## config.mk

```make
export PLATFORM = sky130hd
export DESIGN_NAME = rr_otfc
export DESIGN_NICKNAME = d
export VERILOG_FILES = /design/src/rtl/rr_otfc.sv
export SDC_FILE = /design/constraint.sdc
export NUM_CORES = 1
export LEC_CHECK = 0
export BUFFER_PORTS_ARGS = -buffer_cell sky130_fd_sc_hd__buf_2
export CAP_MARGIN = 25
export CORE_MARGIN = 3
export CORE_UTILIZATION = 50
export CTS_BUF_LIST = sky130_fd_sc_hd__clkbuf_16
export CTS_CLUSTER_SIZE = 10
export DETAILED_ROUTE_END_ITERATION = 6
export PLACE_DENSITY = 0.71
export SETUP_SLACK_MARGIN = 0.15
export SYNTH_ARGS = -nofsm -noshare
export SYNTH_HDL_FRONTEND = slang
export SYNTH_SLANG_ARGS = --single-unit
```

## constraint.sdc

```tcl
create_clock -name clk -period 1.5 [get_ports clk]
set_input_delay 0.225 -clock clk [delete_from_list [all_inputs] [get_ports clk]]
set_output_delay 0.225 -clock clk [all_outputs]
set_load 0.005 [all_outputs]
```

## src/rtl/rr_otfc.sv

```systemverilog
// Serial on-the-fly converter: MSD-first radix-R signed digits to a K-bit two's complement word.
// Optional illegal-digit (-R) detection is built when RR_OTFC_CHK_EN is defined.
module rr_otfc #(
  parameter int RADIX = 4,
  parameter int WIDTH = 4,
  localparam int R_BITS = $clog2(RADIX),
  localparam int D = R_BITS + 1,
  localparam int K = WIDTH * R_BITS + 1
) (
  input  logic         clk,
  input  logic         rst_n,
  input  logic [D-1:0] d_in,
  input  logic         d_valid,
  output logic         d_ready,
  output logic [K-1:0] p,
  output logic         p_valid,
  input  logic         p_ready,
  output logic         err
);

  localparam int CW = (WIDTH > 1) ? $clog2(WIDTH) : 1;

  logic [CW-1:0]     cnt_r;
  logic [K-1:0]      q_r;
  logic [K-1:0]      qm_r;
  logic [K-1:0]      p_r;
  logic              p_valid_r;

  logic              first_s;
  logic              last_s;
  logic              take_s;
  logic              complete_s;
  logic [D-1:0]      dig_s;
  logic              pos_s;
  logic              neg_s;
  logic [R_BITS-1:0] app_q_s;
  logic [R_BITS-1:0] app_qm_s;
  logic [K-1:0]      base_q_s;
  logic [K-1:0]      base_qm_s;
  logic [K-1:0]      q_src_s;
  logic [K-1:0]      qm_src_s;
  logic [K-1:0]      q_next_s;
  logic [K-1:0]      qm_next_s;

  assign first_s    = (cnt_r == '0);
  assign last_s     = (cnt_r == CW'(WIDTH - 1));
  assign d_ready    = !(last_s && p_valid_r && !p_ready);
  assign take_s     = d_valid && d_ready;
  assign complete_s = take_s && last_s;
  assign p          = p_r;
  assign p_valid    = p_valid_r;

`ifdef RR_OTFC_CHK_EN
  logic illegal_s;
  logic flag_r;
  logic flag_next_s;
  logic err_r;

  // Detect the -R encoding and substitute -(R-1) for it
  always_comb begin
    illegal_s = (d_in == {1'b1, {R_BITS{1'b0}}});
    if (illegal_s) begin
      dig_s = {1'b1, {(R_BITS - 1){1'b0}}, 1'b1};
    end else begin
      dig_s = d_in;
    end
  end

  // Sticky per-operand flag, restarted by the first digit of each operand
  always_comb begin
    if (first_s) begin
      flag_next_s = illegal_s;
    end else begin
      flag_next_s = flag_r | illegal_s;
    end
  end

  // Flag register and its copy published alongside p
  always_ff @(posedge clk or negedge rst_n) begin
    if (!rst_n) begin
      flag_r <= 1'b0;
      err_r  <= 1'b0;
    end else begin
      if (take_s) begin
        flag_r <= flag_next_s;
      end
      if (complete_s) begin
        err_r <= flag_next_s;
      end
    end
  end

  assign err = err_r;
`else
  assign dig_s = d_in;
  assign err   = 1'b0;
`endif

  // Both appended fields are the low r bits of q and q-1 in every digit case
  always_comb begin
    pos_s    = !dig_s[D-1] && (dig_s != '0);
    neg_s    = dig_s[D-1];
    app_q_s  = dig_s[R_BITS-1:0];
    app_qm_s = dig_s[R_BITS-1:0] - R_BITS'(1);
    if (first_s) begin
      base_q_s  = '0;
      base_qm_s = '1;
    end else begin
      base_q_s  = q_r;
      base_qm_s = qm_r;
    end
    if (neg_s) begin
      q_src_s = base_qm_s;
    end else begin
      q_src_s = base_q_s;
    end
    if (pos_s) begin
      qm_src_s = base_q_s;
    end else begin
      qm_src_s = base_qm_s;
    end
    q_next_s  = (q_src_s << R_BITS)  | {{(K - R_BITS){1'b0}}, app_q_s};
    qm_next_s = (qm_src_s << R_BITS) | {{(K - R_BITS){1'b0}}, app_qm_s};
  end

  // Conversion registers and operand digit counter
  always_ff @(posedge clk or negedge rst_n) begin
    if (!rst_n) begin
      cnt_r <= '0;
      q_r   <= '0;
      qm_r  <= '0;
    end else if (take_s) begin
      q_r  <= q_next_s;
      qm_r <= qm_next_s;
      if (last_s) begin
        cnt_r <= '0;
      end else begin
        cnt_r <= cnt_r + CW'(1);
      end
    end
  end

  // One-entry result buffer; a completing digit overwrites a draining result
  always_ff @(posedge clk or negedge rst_n) begin
    if (!rst_n) begin
      p_r       <= '0;
      p_valid_r <= 1'b0;
    end else if (complete_s) begin
      p_r       <= q_next_s;
      p_valid_r <= 1'b1;
    end else if (p_valid_r && p_ready) begin
      p_valid_r <= 1'b0;
    end
  end

endmodule
```

Word-level counts from Yosys, hierarchy flattened
Index checks and enable logic that the tools add are counted.

$add $sub $neg: 2. Equal/unequal tests: 1. Multiplexer cells: 7. Bitwise operators: 2. Reduce and logical (&&, ||, !) cells: 12.

Operators by type and width (number): two-way mux 7 bit (3); bitwise OR 9 x 2 -> 9 bit (1); bitwise OR 7 x 2 -> 7 bit (1); logical AND 1 bit (6); two-way mux 5 bit (1); logical NOT 1 bit (3); nonzero test 3 bit (1); adder 2 x 1 -> 2 bit, second input constant (1); == test 2 bit, second input constant (1); logical NOT 2 bit (1); two-way mux 1 bit (2); two-way mux 2 bit (1); nonzero test 2 bit (1); subtractor 2 x 1 -> 2 bit, second input constant (1).

Bits in registers: 26. Bits of input ports: 7. Logic and storage cells: 29.

Longest topological paths before layout
Gate-level depths: netlist (run 1).

Word-level depth: 7. Gate-level depth with buffers: 6.

Worst setup path before layout (run 1)
OpenSTA, ideal clock, no wires.

Kind: reg2reg. From: register cnt_r[0]. To: register q_r[2]. Setup time: 125 ps. Data arrival time: 1283 ps. Setup slack: 91 ps. Stages on the path, launching flop included: 7. Path buffers: 1. Period minus slack after synthesis: 1409 ps. Cell sequence: dfrtp_1 > inv_1 > ha_1 > buf_4 > o21ai_0 > o21ai_0 > mux2_4.

Cells in the longest elaborated chain, start to end: 5.

Ends and longest elaborated chain: from (decl) (RTL line 23) `logic [CW-1:0] cnt_r;`; from (signal assigned) (RTL line 138) `cnt_r <= cnt_r + CW'(1);`; == test 2 bit (RTL line 46) `assign last_s = (cnt_r == CW'(WIDTH - 1));`; logical AND 1 bit (2 in series) (RTL line 47) `assign d_ready = !(last_s && p_valid_r && !p_ready);`; logical NOT 1 bit (RTL line 47); logical AND 1 bit (RTL line 48) `assign take_s = d_valid && d_ready;`; to (signal assigned) (RTL line 133) `q_r <= q_next_s;`; to (decl) (RTL line 24) `logic [K-1:0] q_r;`.

Several ways; a longest one is shown, not always the timed one. A chain may end at the register's enable or synchronous reset.

Final worst setup path (run 1)
From: register cnt_r[0]. To: register q_r[4].

The elaborated chain is that of the path after synthesis.

==> key figures, run 1 <==
Pwr
  • Combinational Power Share: 46.9%
  • Pwr dens: 1970 nW/um2
  • Sw Pwr: 1.08 mW
  • Pint: 2.38 mW
  • Max VDD drop: between 0.0015 and 0.002 V
  • P_leak: 0.840 nW
  • Clock power frac: 16.5%
  • Net Sw Frac: between 30% and 40%
  • Sequential power share: a little over a third

Layout
  • Design area: roughly 1800 um2
  • Nets: between 100 and 150
  • Fin cells: 155
  • Area grow syn2layout: 30.2%
  • Ant diodes: 0
  • Layout cells sized above 1: 63.2%

Clock tree
  • CTS tree: built
  • Clock latency on the worst-skew pair: 250 ps
  • CTS Buf Count: 3
  • Clock Path Buffers: 2
  • Root Driver: clkbuf_16
  • Clock transition at path regs: approximately 60 ps
  • CTS sink count: 26
  • CTS HTree Levels: 1

Logic synthesis
  • Top FF cell, synth: dfrtp_1
  • Syn Inst Count: 100
  • Average cell area after synthesis: 13.5 um2
  • Post-synth top cells: dfrtp_1, mux2_4, o21ai_0
  • Most numerous cell in the Yosys netlist: dfrtp_1
  • Number of synthesized flops with an enable pin: 0
  • Syn nets: 110
  • Top cell type's share of synthesized area: 48.3%
  • Post-synth cell types: 22
  • Flops & latches, synth: 26
  • Synth area leaders: dfrtp_1, mux2_4, o21ai_0, mux2_2, nand2b_1
  • Yosys warning total: 0
  • Syn Std Cell Area: 1350 um2
  • Ys async rst share: 100%
  • Leading area contributor after synthesis: dfrtp_1
  • Sequential area share after synthesis: between 40% and 50%

Worst setup path
  • WS Path Type: reg -> reg
  • Max incr delay on CP: roughly 430 ps
  • CP Launch Type: register
  • Slowest-stage cell, CP: dfrtp_1
  • CP required: 1640 ps
  • Crit path buffers/inverters: 2
  • Critical path's top delay family: flip-flops
  • Critical path peak fanout: 7
  • Critical Path AT: approximately 1600 ps
  • Crit path cell chain: inv_2 -> ha_4 -> buf_6 -> nand2b_4 -> o21ai_4 -> mux2_4
  • Setup crit end kind: register

Placement
  • Number of port buffers: 17
  • Final weighted congestion in routability-driven placement: 0.731
  • Inst Count DP: 144
  • HPWL reported at the end of detailed placement: 1500 um
  • Dpl cell area: 1430 um2
  • Dpl ws: -6.88 ps

Floorplan
  • Area of the die: 3350 um2
  • Die Y: roughly 58 um
  • Die W: 57.9 um
  • FP Rows: 18
  • Io pins: 19
  • Core Area: between 2000 and 3000 um2
  • Starting Density: 53.4%

STA
  • Setup TNS: 0 ps
  • # setup viols final: 0
  • Final period util: a little over nine tenths
  • Final hold vios: 0
  • PnR worst setup slack: around 68 ps
  • Relative slew slack: 61.5%
  • Fmax: 0.698 GHz
  • Worst Tran Pin Value: between 500 and 600 ps
  • Crit path time final: 1430 ps
  • Clock Skew: 2.18 ps
  • RSZ-0062 raised after global routing: true
  • Slew Limit Fails: 0

Routing
  • Initial DRC Count: 16
  • Via/cell ratio: 5.48
  • Wirelength per Cell: between 15 and 20 um
  • Remaining DRCs: 0
  • Vias: around 850
  • DRT antenna net count: 0
  • Wirelength, routed: 2580 um
  • DR pass1 iterations: 4

Outcome
  • Status: finished clean

Global routing
  • Vias in the first global route: approximately 940
  • Global-route wire length before repair: approximately 4500 um
  • Grt total ovfl: 0
  • Pin count of the biggest net entering global routing: 27
  • Initial antenna violation count: 0
  • Total GRT Usage: about 18%

Job
  • Maxcap violations: 0

Hold path
  • Hold crit path type: in -> reg
-- worst paths after layout --
check                                startpoint  slack [ps]                   end  depth (start not counted)
max                        cnt_r[0]$_DFFE_PN0P_          70    q_r[4]$_DFFE_PN0P_                          6
min                                     d_in[0]         230      p[0]$_DFFE_PN0P_                          2
max reg2reg                cnt_r[0]$_DFFE_PN0P_          70    q_r[4]$_DFFE_PN0P_                          6
min reg2reg                    p[7]$_DFFE_PN0P_         500      p[7]$_DFFE_PN0P_                          1
max in group asynchronous                 rst_n         590  cnt_r[1]$_DFFE_PN0P_                          2
min in group asynchronous                 rst_n         500    q_r[5]$_DFFE_PN0P_                          2
-- flip-flops by register name (all words and copies together) (netlist names) --
signal   cells
q_r          7
p            9
qm_r         7
p_valid      1
cnt_r        2
-- cell type report --
class,count,area [um2]
inverters,4,15.0
multi-input cells,65,791
flip-flops and latches,26,652
repair buffers,27,184
fillers,173,768
well taps,30,37.5
clock buffers,3,75.1
-- kinds of logic (layout without fill, tap and decap cells) --
kind of cell	Yosys count	in the layout	share of synthesized area [%]
muxes	23	23	24.2
DFF	26	26	48.3
buffers and inverters	9	34	5.57
adders and majority gates	3	3	2.79
AOI/OAI and AO/OA	23	23	10.5
and+or+nand+nor	15	15	8.36
other	1	1	0.278
-- cells in the final DEF (no fill, tap or decap), types with 3 or more instances in the layout --
cell type	instances
clkbuf_16	3
o21ai_4	3
o21ai_2	7
mux2_4	20
mux2_2	3
buf_6	5
a2bb2oi_1	4
buf_2	16
nand2b_4	6
buf_4	5
dfrtp_1	25
-- stage by stage --
stage,power (mW),hold WS [ps],utilization (%)
2_1_floorplan,2.09,-70.6,-
3_3_place_gp,2.32,251,56.7
3_5_place_dp,2.36,256,56.7
4_1_cts,3.31,228,66.9
5_1_grt,3.68,232,69.5
6_report,3.46,234,69.5
-- power groups by stage --
| stage | Combinational (mW) | Clock [mW] | Sequential (mW) |
|---|---|---|---|
| 3_3_place_gp | 1.13 | 0 | 1.19 |
| 3_5_place_dp | 1.16 | 0 | 1.21 |
| 5_1_grt | 1.76 | 0.612 | 1.31 |
| 2_1_floorplan | 0.908 | 0 | 1.18 |
| 6_report | 1.62 | 0.571 | 1.26 |
| 4_1_cts | 1.49 | 0.582 | 1.24 |
-- routing by layer --
| metal | share of wire, % | global-route usage (%) | up-vias | routed length [um] |
|---|---|---|---|---|
| met5 | 0 | 0 | - | 0 |
| met4 | 0.50 | 3.97 | 0 | 13 |
| met3 | 4.2 | 4.90 | 2 | 107 |
| met2 | 50 | 29.5 | 17 | 1300 |
| met1 | 45 | 22.7 | 425 | 1160 |
| li1 | - | - | 405 | - |
-- repair_timing --
action | CTS | global route
resized for setup | 27 | 18
endpoints found under the setup margin | 24 | 25
pin swaps | 7 | 7
setup buffers | 7 | 0
hold endpoints to repair | 26 | 0
hold buffers | 1 | 0
Power figures use the tool's default switching activity.
==> inputs of run 2 (changes only) <==
--- a/config.mk
+++ b/config.mk
@@ -12,6 +12,7 @@
 export CTS_BUF_LIST = sky130_fd_sc_hd__clkbuf_16
 export CTS_CLUSTER_SIZE = 10
 export DETAILED_ROUTE_END_ITERATION = 6
+export MAX_ROUTING_LAYER = met4
 export PLACE_DENSITY = 0.71
 export SETUP_SLACK_MARGIN = 0.15
 export SYNTH_ARGS = -nofsm -noshare
==> run 2 against run 1 <==
Against the previous run:
- core utilization stayed put
- die area stayed put
- cell area stayed put
- worst hold slack better by 1.0 ps
- setup slack better by 5.7 ps
- maximum frequency is 0.40% higher
- critical path type unchanged
- critical endpoint unchanged
- largest cell class unchanged
- largest power group unchanged
==> key figures, run 2 (same netlist as run 1, synthesis figures left out) <==
Hold path
  • Hold crit path type: in -> reg
  • Hold_sp: d_in[0]
  • Hold Path Stages: 2 (unchanged)
  • Endpoint, Worst Hold: p[0]$_DFFE_PN0P_

Routing
  • Remaining DRCs: 0 (unchanged)
  • Via/cell ratio: 5.48 (+0.12%)
  • DR pass1 iterations: 3 (-1)
  • Wirelength per Cell: 16.6 um (-0.35%)
  • Wirelength, routed: 2570 um (-0.35%)
  • Vias: 850 (+0.12%)
  • Initial DRC Count: 17 (+1)
  • DRT antenna net count: 0 (unchanged)

Floorplan
  • Die Y: 57.9 um (unchanged)
  • Area of the die: 3350 um2 (unchanged)
  • FP Rows: 18 (unchanged)
  • Starting Density: 53.4% (unchanged)
  • Io pins: 19 (unchanged)
  • Core Area: 2520 um2 (unchanged)
  • Die W: 57.9 um (unchanged)

Placement
  • HPWL reported at the end of detailed placement: 1500 um (unchanged)
  • Inst Count DP: 144 (unchanged)
  • Dpl cell area: 1430 um2 (unchanged)
  • Number of port buffers: 17 (unchanged)
  • Final weighted congestion in routability-driven placement: 0.740 (+1.2%)

Pwr
  • Pwr dens: 1970 nW/um2 (about the same)
  • P_leak: 0.840 nW (unchanged)
  • Max VDD drop: 0.00150 V (-0.14%)

Worst setup path
  • CP required: 1640 ps (about the same)
  • CP Launch Type: register
  • Critical path peak fanout: 7 (unchanged)
  • Critical Path AT: 1570 ps (about the same)
  • Setup crit end kind: register
  • Cells on worst reg2reg path: 6 (unchanged)
  • R2R Path End: q_r[4]$_DFFE_PN0P_
  • WS Path Type: reg -> reg
  • Reg-to-reg startpoint: cnt_r[0]$_DFFE_PN0P_
  • Flop-to-flop setup slack: 70 ps (about the same)

Layout
  • Area grow syn2layout: 30.2% (unchanged)
  • Layout cells sized above 1: 63.2% (unchanged)
  • Design area: 1750 um2 (unchanged)
  • Commonest non-fill, non-tap cell in the layout: dfrtp_1
  • Most frequent cells in the layout: dfrtp_1, mux2_4, buf_2
  • # fillers: 173 (unchanged)
  • Max reg flops: 9 (unchanged)
  • Nets: 137 (unchanged)
  • Fin cells: 155 (unchanged)
  • Ant diodes: 0 (unchanged)

Global routing
  • Pin count of the biggest net entering global routing: 27 (unchanged)
  • Global-route wire length before repair: 4530 um (unchanged)
  • Grt total ovfl: 0 (unchanged)
  • Total GRT Usage: 18.2% (+0.54 points)
  • Initial antenna violation count: 0 (unchanged)
  • Vias in the first global route: 938 (unchanged)

Clock tree
  • Clock transition at path regs: 60 ps (about the same)
  • CTS tree: built
  • CTS HTree Levels: 1 (unchanged)
  • Clock latency on the worst-skew pair: 250 ps (about the same)
  • CTS Buf Count: 3 (unchanged)
  • Root Driver: clkbuf_16
  • CTS sink count: 26 (unchanged)
  • Clock Path Buffers: 2 (unchanged)

STA
  • RSZ-0062 raised after global routing: true
  • Relative slew slack: 61.7% (+0.23 points)
  • Clock Skew: 1.75 ps (-0.425 ps)
  • Worst Tran Pin Value: 575 ps (-3.45 ps)
  • Final hold vios: 0 (unchanged)
  • Slew Limit Fails: 0 (unchanged)
  • # setup viols final: 0 (unchanged)
  • Final period util: 95.1% (-0.38 points)
  • Fmax: 0.701 GHz (+0.40%)
  • Crit path time final: 1430 ps (-5.67 ps)
  • Setup TNS: 0 ps (unchanged)

Outcome
  • Status: finished clean

Job
  • Maxcap violations: 0 (unchanged)
==> run 2: cell counts in the layout (fill, tap and decap cells not counted) <==
Identical to the previous run, type by type.
==> run 2: power by group <==
part | internal [mW] | switching (mW) | leakage [nW]
Sequential | 1.01 | 0.258 | 0.305
Combinational | 1.02 | 0.599 | 0.498
Clock | 0.353 | 0.218 | 0.0370
==> run 2: per-stage QoR <==
stage	setup slack [ps]	hold WS (ps)	utilization (%)	power, mW
final	73.4	235	69.5	3.46
after CTS	97.1	228	66.9	3.31
after detailed placement	-6.88	256	56.7	2.36
after floorplan	130	-70.6	-	2.09
after global routing	23.0	232	69.5	3.68
after global placement	40.9	251	56.7	2.32
==> run 2: worst max-delay path, cell delays in order, from the launching register on <==
cell and delay, ps:
dfrtp_1 420, inv_2 90, ha_4 170, buf_6 130, nand2b_4 150, o21ai_4 60
mux2_4 280
==> run 2: timing repair <==
action / 4_1_cts / 5_1_grt
pin swaps: 7 / 7
setup buffers: 7 / 0
hold buffers: 1 / 0
setup endpoints to repair: 24 / 25
hold endpoints to repair: 26 / 0
gates resized for setup: 27 / 18
==> run 2: cell type report <==
cell class,instances,area (um2),share of cell area (%)
inverters,4,15.0,0.856
repair buffers,27,184,10.5
clock buffers,3,75.1,4.28
well taps,30,37.5,2.14
flip-flops and latches,26,652,37.2
multi-input cells,65,791,45.1
==> run 2: worst max path at each step <==
stage / from / end / slack (ps) / depth (start not counted)
floorplan: cnt_r[0]$_DFFE_PN0P_ / cnt_r[1]$_DFFE_PN0P_ / 130 / 5
global placement: cnt_r[0]$_DFFE_PN0P_ / qm_r[4]$_DFFE_PN0P_ / 40 / 5
detailed placement: cnt_r[0]$_DFFE_PN0P_ / qm_r[3]$_DFFE_PN0P_ / -7 / 5
CTS: cnt_r[1]$_DFFE_PN0P_ / q_r[2]$_DFFE_PN0P_ / 100 / 6
global route: cnt_r[0]$_DFFE_PN0P_ / qm_r[2]$_DFFE_PN0P_ / 20 / 6
finish: cnt_r[0]$_DFFE_PN0P_ / q_r[4]$_DFFE_PN0P_ / 70 / 6
==> run 2: routing by layer <==
metal  global-route usage [%]  share of wire [%]  vias up
met2                     29.5                 51       17
met5                        -                  0        -
met3                     4.90                4.2        2
met4                     3.97               0.51        0
met1                     22.7                 44      427
li1                         -                  -      404
==> inputs of run 3 (changes only) <==
--- a/config.mk
+++ b/config.mk
@@ -12,6 +12,7 @@
 export CTS_BUF_LIST = sky130_fd_sc_hd__clkbuf_16
 export CTS_CLUSTER_SIZE = 10
 export DETAILED_ROUTE_END_ITERATION = 6
+export GPL_TIMING_DRIVEN = 0
 export MAX_ROUTING_LAYER = met4
 export PLACE_DENSITY = 0.71
 export SETUP_SLACK_MARGIN = 0.15
==> run 3 against run 2 <==
Against the previous run:
- first-iteration DRC count is 71% lower
- highest routed layer unchanged
- register-to-register slack gained 20 ps
- critical path type unchanged
- setup slack better by 21 ps
- critical path depth unchanged
- via count up 0.59%
- non-clock buffer count increased by 4
- critical endpoint is now q_r[5]$_DFFE_PN0P_
- routed wire length is 0.27% higher
- worst hold slack got worse by 13 ps
==> key figures, run 3 (same netlist as run 1, synthesis figures left out) <==
Pwr
  • Sw Pwr: 1.03 mW (-3.9%)
  • Max VDD drop: 0.00136 V (-9.4%)
  • Combinational Power Share: 45.8% (-1.1 points)
  • Pwr dens: 1950 nW/um2 (-1.2%)
  • Total Power: 3.38 mW (-2.2%)
  • P_leak: 0.839 nW (-0.15%)
  • Sequential power share: 36.6% (about the same)
  • Pint: 2.35 mW (-1.4%)
  • Net Sw Frac: 30.6% (-0.54 points)
  • Clock power frac: 17.6% (+1.1 points)

Layout
  • Design area: 1740 um2 (-0.93%)
  • Commonest non-fill, non-tap cell in the layout: dfrtp_1
  • Core Util, Final: 68.9% (-0.64 points)
  • Area grow syn2layout: 29.0%
  • Ant diodes: 0 (unchanged)
  • Most frequent cells in the layout: dfrtp_1, mux2_4, buf_2
  • Max reg flops: 9 (unchanged)
  • Nets: 141 (+2.9%)
  • # fillers: 184 (+6.4%)
  • Layout cells sized above 1: 59.2% (-4.0 points)
  • Fin cells: 160 (+3.2%)

Worst setup path
  • CP Launch Type: register
  • Critical path peak fanout: 5 (-2)
  • Critical Path AT: 1550 ps (-20 ps)
  • CP required: 1650 ps (about the same)
  • WS Path Type: reg -> reg
  • Setup crit end kind: register

Clock tree
  • Root Driver: clkbuf_16
  • Clock latency on the worst-skew pair: 260 ps (about the same)
  • CTS tree: built
  • CTS HTree Levels: 1 (unchanged)
  • Clock Path Buffers: 2 (unchanged)
  • CTS Buf Count: 3 (unchanged)
  • CTS sink count: 26 (unchanged)
  • Clock transition at path regs: 60 ps (about the same)

Routing
  • DR pass1 iterations: 2 (-1)
  • Wirelength per Cell: 16.1 um (-2.9%)
  • Initial DRC Count: 5 (-12)
  • DRT antenna net count: 0 (unchanged)
  • Via/cell ratio: 5.34 (-2.6%)
  • Vias: 855 (+0.59%)
  • Wirelength, routed: 2570 um (+0.27%)
  • Remaining DRCs: 0 (unchanged)

STA
  • Slew Limit Fails: 0 (unchanged)
  • Clock Skew: 1.44 ps (-0.314 ps)
  • Fmax: 0.711 GHz (+1.5%)
  • # setup viols final: 0 (unchanged)
  • Final Hold Slack: 222 ps (-12.7 ps)
  • Worst Tran Pin Value: 582 ps (+7.31 ps)
  • Final period util: 93.7% (-1.4 points)
  • Final hold vios: 0 (unchanged)
  • PnR worst setup slack: 94.0 ps (+20.6 ps)
  • Relative slew slack: 61.2% (-0.49 points)
  • Setup TNS: 0 ps (unchanged)
  • Crit path time final: 1410 ps (-20.6 ps)
  • RSZ-0062 raised after global routing: true

Floorplan
  • Area of the die: 3350 um2 (unchanged)
  • FP Rows: 18 (unchanged)
  • Io pins: 19 (unchanged)
  • Starting Density: 53.4% (unchanged)
  • Die W: 57.9 um (unchanged)
  • Die Y: 57.9 um (unchanged)
  • Core Area: 2520 um2 (unchanged)

Placement
  • Inst Count DP: 147 (+2.1%)
  • Dpl ws: 6.77 ps (+13.7 ps)
  • HPWL reported at the end of detailed placement: 1540 um (+2.5%)
  • Dpl cell area: 1480 um2 (+3.1%)
  • Number of port buffers: 17 (unchanged)
  • Final weighted congestion in routability-driven placement: 0.732 (-1.1%)

Global routing
  • Vias in the first global route: 845 (-9.9%)
  • Total GRT Usage: 16.6% (-1.6 points)
  • Grt total ovfl: 0 (unchanged)
  • Initial antenna violation count: 0 (unchanged)
  • Pin count of the biggest net entering global routing: 27 (unchanged)
  • Global-route wire length before repair: 4060 um (-10%)

Hold path
  • Hold crit path type: in -> reg

Job
  • Maxcap violations: 0 (unchanged)

Outcome
  • Status: finished clean
## run 3: cell types whose count changed in the layout (fill, tap and decap cells not counted), sizes merged
cell and delta:
buf +3, clkbuf +1, clkinv +1
## run 3: area by class of cell
class	instances	area [um2]	area share, %
Inverter	4	15.0	0.864
Timing Repair Buffer	26	169	9.72
Multi-Input combinational cell	65	722	41.5
Clock buffer	3	75.1	4.32
Tap cell	30	37.5	2.16
Sequential cell	26	652	37.5
Clock inverter	1	3.75	0.216
Buffer	5	63.8	3.67
## run 3: worst max-delay path, stage by stage (launching register included)
cell	delay, ps
dfrtp_1	420
inv_2	60
ha_4	180
buf_6	140
o21ai_4	140
o21ai_2	70
mux2_4	270
## run 3: repair_timing
item                                   4_1_cts  5_1_grt
gates cloned                                 1        0
buffers inserted                             6        1
pin swaps                                    6        2
setup endpoints to repair                   24       24
endpoints found under the hold margin       26        0
hold buffers                                 1        0
gates resized for setup                     18       15
## run 3: metal layers
layer  vias up  track usage, %  part of all wire [%]
li1        410               -                     -
met1       422            20.8                    47
met2        18            26.5                    48
met4         0            6.95                   1.6
met3         5            2.90                   3.7
met5         -               -                     0
## run 3: worst paths after layout
kind                                      start                    to  slack, ps  cells after the start
setup / recovery           cnt_r[0]$_DFFE_PN0P_    q_r[5]$_DFFE_PN0P_         90                      6
hold reg to reg                p[8]$_DFFE_PN0P_      p[8]$_DFFE_PN0P_        500                      1
min in group asynchronous                 rst_n      p[7]$_DFFE_PN0P_        490                      2
max in group asynchronous                 rst_n  cnt_r[1]$_DFFE_PN0P_        580                      2
hold / removal                          d_in[1]    q_r[1]$_DFFE_PN0P_        220                      2
setup reg to reg           cnt_r[0]$_DFFE_PN0P_    q_r[5]$_DFFE_PN0P_         90                      6
## run 3: power by group through the flow
stage | sequential (mW) | clock [mW] | combinational, mW
2_1_floorplan | 1.18 | 0 | 0.908
3_3_place_gp | 1.18 | 0 | 1.18
3_5_place_dp | 1.20 | 0 | 1.21
4_1_cts | 1.21 | 0.609 | 1.43
5_1_grt | 1.28 | 0.622 | 1.68
6_report | 1.24 | 0.596 | 1.55
